--- src/rtl/mem_stage.sv ---
// MEM pipeline stage: registers the EX bundle under stall control and extracts/extends
// load data from the SRAM read port, holding the read word while the stage is stalled.
module mem_stage #(
    parameter int EX_TO_MEM_WD = 148,
    parameter int MEM_TO_WB_WD = 136,
    parameter int MEM_TO_ID_WD = 104
) (
    input  logic                    clk,
    input  logic                    rst,
    input  logic [5:0]              stall,
    input  logic [EX_TO_MEM_WD-1:0] ex_to_mem_bus,
    input  logic [1:0]              ex_addr_lo,
    input  logic [31:0]             data_sram_rdata,
    output logic [MEM_TO_WB_WD-1:0] mem_to_wb_bus,
    output logic [MEM_TO_ID_WD-1:0] mem_to_id_bus
);

    localparam logic [5:0] OP_LB  = 6'b100000;
    localparam logic [5:0] OP_LBU = 6'b100100;
    localparam logic [5:0] OP_LH  = 6'b100001;
    localparam logic [5:0] OP_LHU = 6'b100101;
    localparam logic [5:0] OP_LW  = 6'b100011;

    typedef enum logic {EMPTY = 1'b0, HELD = 1'b1} hold_state_e;

    logic [EX_TO_MEM_WD-1:0] bus_q, bus_d;
    logic [1:0]              addr_lo_q, addr_lo_d;
    hold_state_e             state_q, state_d;
    logic [31:0]             hold_data_q, hold_data_d;
    logic                    hold_valid;

    logic [31:0] pc, ex_result, hi, lo;
    logic        sram_en, sel_rf_res, hi_we, lo_we, rf_we;
    logic [3:0]  sram_wen;
    logic [4:0]  rf_waddr;
    logic [5:0]  op;
    logic        is_load;
    logic [31:0] word, load_data, rf_wdata;
    logic [7:0]  byte_sel;
    logic [15:0] half_sel;
    logic        unused_stall;

    assign {pc, sram_en, sram_wen, sel_rf_res, hi_we, lo_we, rf_we,
            rf_waddr, op, ex_result, hi, lo} = bus_q;
    assign is_load      = sram_en && (sram_wen == 4'b0000);
    assign unused_stall = ^{stall[5], stall[2:0]};

    always_ff @(posedge clk or posedge rst) begin
        if (rst) begin
            bus_q       <= '0;
            addr_lo_q   <= '0;
            state_q     <= EMPTY;
            hold_data_q <= '0;
        end else begin
            bus_q       <= bus_d;
            addr_lo_q   <= addr_lo_d;
            state_q     <= state_d;
            hold_data_q <= hold_data_d;
        end
    end

    // stall[3] low: advance; stall[3] high with stall[4] low: EX stalled, MEM drains as a bubble.
    always_comb begin
        bus_d     = bus_q;
        addr_lo_d = addr_lo_q;
        if (!stall[3]) begin
            bus_d     = ex_to_mem_bus;
            addr_lo_d = ex_addr_lo;
        end else if (!stall[4]) begin
            bus_d     = '0;
            addr_lo_d = '0;
        end
    end

    always_comb begin
        state_d     = state_q;
        hold_data_d = hold_data_q;
        case (state_q)
            EMPTY: begin
                if (is_load && stall[3] && stall[4]) begin
                    state_d     = HELD;
                    hold_data_d = data_sram_rdata;
                end
            end
            HELD: begin
                if (!(stall[3] && stall[4])) state_d = EMPTY;
            end
            default: state_d = EMPTY;
        endcase
    end

    always_comb begin
        hold_valid = (state_q == HELD);
    end

    always_comb begin
        word     = hold_valid ? hold_data_q : data_sram_rdata;
        byte_sel = word[8*addr_lo_q +: 8];
        half_sel = addr_lo_q[1] ? word[31:16] : word[15:0];
        case (op)
            OP_LB:   load_data = {{24{byte_sel[7]}}, byte_sel};
            OP_LBU:  load_data = {24'h0, byte_sel};
            OP_LH:   load_data = {{16{half_sel[15]}}, half_sel};
            OP_LHU:  load_data = {16'h0, half_sel};
            OP_LW:   load_data = word;
            default: load_data = word;
        endcase
        rf_wdata      = sel_rf_res ? load_data : ex_result;
        mem_to_wb_bus = {pc, hi_we, lo_we, rf_we, rf_waddr, rf_wdata, hi, lo};
        mem_to_id_bus = {rf_we, rf_waddr, rf_wdata, hi_we, lo_we, hi, lo};
    end

endmodule

--- config.mk ---
export PLATFORM = sky130hd
export DESIGN_NAME = mem_stage
export DESIGN_NICKNAME = d
export VERILOG_FILES = /design/src/rtl/mem_stage.sv
export SDC_FILE = /design/constraint.sdc
export NUM_CORES = 1
export LEC_CHECK = 0
export ABC_AREA = 1
export ABC_CLOCK_PERIOD_IN_PS = 5300
export BUFFER_PORTS_ARGS = -buffer_cell sky130_fd_sc_hd__buf_2
export CAP_MARGIN = 5
export CORE_AREA = 2 2 167 169
export CTS_CLUSTER_DIAMETER = 50
export DETAILED_ROUTE_END_ITERATION = 6
export DIE_AREA = 0 0 169 171
export PLACE_DENSITY_LB_ADDON = 0.08
export SLEW_MARGIN = 25
export SYNTH_ARGS = -nofsm -noshare
export SYNTH_HDL_FRONTEND = slang
export SYNTH_SLANG_ARGS = --single-unit
--- constraint.sdc ---
create_clock -name clk -period 5.3 [get_ports clk]
set_clock_uncertainty 0.2 [all_clocks]
set_input_delay 0.53 -clock clk [delete_from_list [all_inputs] [get_ports clk]]
set_output_delay 0.53 -clock clk [all_outputs]
set_load 0.01 [all_outputs]
==> flow_summary.json <==
{
  "grt_max_degree": 110,
  "worstReg2RegEnd": "hold_valid$_DFF_PP0_",
  "num_rows": 61,
  "tns_ps": 0,
  "dp_hpwl_mm": 21.8,
  "coreArea_um2": 27300,
  "track_usage": 0.202,
  "drv_cap": 0,
  "synthTopCellsByArea": "dfrtp_1 44%, buf_4 15%, inv_1 8.2%",
  "power_frac_seq": 0.448,
  "fin_hold_ws_ps": 108,
  "sw_frac_of_total": 0.324,
  "powerDensity_nw_per_um2": 309,
  "netlist_area_um2": 10400,
  "tritoncts": "built",
  "period_needed_ps": 3680,
  "p_sw_mw": 1.18,
  "place_area_um2": 11100,
  "vias": 8524,
  "yosysWarnings": 0,
  "finalWeightedCongestion": 0.800,
  "p_total_mw": 3.65,
  "timing.slew.headroom": 0.341,
  "rsz0062_at_grt": "false",
  "post_cts_buffers": 0,
  "port_buffers": 425,
  "clkTransAtPathRegs_ps": 90,
  "clkSinkCount": 183,
  "rrSetupSlack_ps": 3170,
  "grt_overflow": 0,
  "ys_seq_elements": 183,
  "max_freq_mhz": 272,
  "die_w_um": 169,
  "ir_drop_mv": 0.174,
  "clock-root-buffer": "clkbuf_16",
  "cts_buffers": 17,
  "start_kind": "flop",
  "drt-initial-drc-count": 428,
  "crit_type": "reg -> out",
  "tightest_slew_ps": 989,
  "clkLatencyLatePin_ps": 430,
  "wl_per_cell_um": 15.8,
  "avgSynthCellArea_um2": 7.69,
  "via_per_inst": 4.52,
  "fin_util": 0.432,
  "fill_cells": 2894,
  "synth_top_area_share": 0.441,
  "clock_power_share": 0.362,
  "design.die.area_um2": 28900,
  "critPathMaxFanout": 43,
  "status": "finished, final reports clean",
  "hold_path_class": "in -> reg",
  "hold_depth": 3,
  "cts_buffer_depth": 2,
  "cp.required_ps": 4570,
  "worstSetupEndpointType": "output port",
  "setup_violations": 0,
  "r2r_cells": 5,
  "syn-num-nets": 1541,
  "power.leakage_nw": 6.79,
  "intPower_mw": 2.47,
  "fin_nets": 1710,
  "htreeDepth": 4,
  "areaGrowthSynthToFinish_pct": 13.7,
  "drc": 0,
  "firstDrtPassIters": 5,
  "grt_pass1_wl_mm": 45.3,
  "io_pins": 430,
  "design_area_um2": 11800,
  "hold_end": "bus_q[123]$_DFFE_PP0N_",
  "hold_start": "ex_to_mem_bus[123]",
  "start_util": 0.380,
  "p_comb_frac": 0.191,
  "yosys.area.top_type": "dfrtp_1",
  "r2r_start": "hold_valid$_DFF_PP0_",
  "arrival_ps": 2950,
  "fp.dieH_um": 171,
  "synth_cell_types": 22,
  "ant_nets": 0,
  "synth_cells": 1351,
  "first_global_vias": 8167,
  "antenna_found_initial": 8,
  "slew_violations": 0,
  "final_hold_viol_count": 0,
  "drive_above_1_share": 0.312,
  "period_share": 0.694,
  "wl_mm": 29.8,
  "ys_seq_area_frac": 0.441
}
layout by cell type, fill, tap and decap left out:
cell type / count
diode_2: 5
inv_2: 2
nand4_1: 1
inv_6: 2
nand3_2: 1
nand2_1: 198
o21ai_0: 157
nand4_4: 1
inv_8: 3
o21ai_1: 19
a21oi_1: 40
clkinv_8: 6
buf_6: 1
nor2_1: 32
inv_12: 2
inv_1: 226
buf_12: 3
clkinvlp_4: 1
dlygate4sd3_1: 1
nand2_2: 3
buf_4: 8
clkinv_2: 1
clkinv_4: 1
nor2_2: 3
buf_2: 423
dfrtp_1: 183
o22ai_1: 28
clkbuf_16: 17
nor3_1: 2
nand3_1: 168
critical path, cell delays in order, from the launching register on:
cell     delay, ps
dfrtp_1        450
buf_4          300
inv_2          360
nand2_1        150
nand3_1        100
nand3_1         70
nand2_1        150
nand2_2        310
a21oi_1        410
buf_2          200
Yosys cell counts, drive strengths merged:
library cell,n
o22ai,28
inv,229
buf,240
clkbuf,46
a21oi,40
nor2,35
nand2,201
nor3,2
nand3,169
o21ai,176
nand4,2
dfrtp,183
flip-flops by register name (all words and copies together), names as in the netlist:
register     count
bus_q          148
hold_data_q     32
hold_valid       1
addr_lo_q        2
worst max path at each step:
stage          cells after the start                       end                  from
2_1_floorplan                      1  addr_lo_q[0]$_DFFE_PP0N_                   rst
3_3_place_gp                       9         mem_to_wb_bus[79]  hold_valid$_DFF_PP0_
3_5_place_dp                       9         mem_to_wb_bus[79]  hold_valid$_DFF_PP0_
4_1_cts                            9         mem_to_wb_bus[79]  hold_valid$_DFF_PP0_
5_1_grt                           11         mem_to_id_bus[88]  hold_valid$_DFF_PP0_
6_report                           9         mem_to_wb_bus[79]  hold_valid$_DFF_PP0_
logic make-up after synthesis:
| kind of cell | after synthesis | synth area share |
|---|---|---|
| flops | 183 | 0.441 |
| simple gates | 409 | 0.172 |
| buf+inv | 515 | 0.266 |
| compound gates | 244 | 0.121 |
per-stage QoR:
stage	setup WS [ps]	instances
after floorplan	2220	1351
after global placement	2120	1845
after detailed placement	2100	1845
after CTS	1610	1877
after global routing	1390	1881
final	1620	1884
routing by layer:
metal / wire, um / GRT usage / vias to the layer above / part of all wire
met3: 2110 / 0.0666 / 35 / 0.071
li1: - / - / 4360 / -
met1: 12700 / 0.255 / 3876 / 0.43
met2: 14400 / 0.333 / 245 / 0.48
met4: 534 / 0.0531 / 8 / 0.018
met5: 51 / 0 / - / 0.0017
layout make-up:
type                       count  area, um^2  share of cell area
antenna                        5        12.5             0.00106
clock buffer                  17         425              0.0360
clock inverter                15         195              0.0165
inverter                     229         863              0.0731
multi-input combinational    653        3050               0.258
sequential                   183        4580               0.388
tap                          346         433              0.0366
timing repair buffer         436        2260               0.191
power groups by stage:
stage / Clock, mW / Sequential, mW / Combinational (mW)
floorplan: 0 / 1.64 / 0.576
global placement: 0 / 1.66 / 0.701
detailed placement: 0 / 1.66 / 0.707
CTS: 1.37 / 1.64 / 0.707
global route: 1.42 / 1.66 / 0.789
finish: 1.32 / 1.63 / 0.696
timing repair:
| action | CTS | global route |
|---|---|---|
| resized for setup | 0 | 0 |
| endpoints found under the hold margin | 0 | 10 |
| hold buffers | 0 | 1 |
No activity file was read; power rests on OpenSTA's default activity.
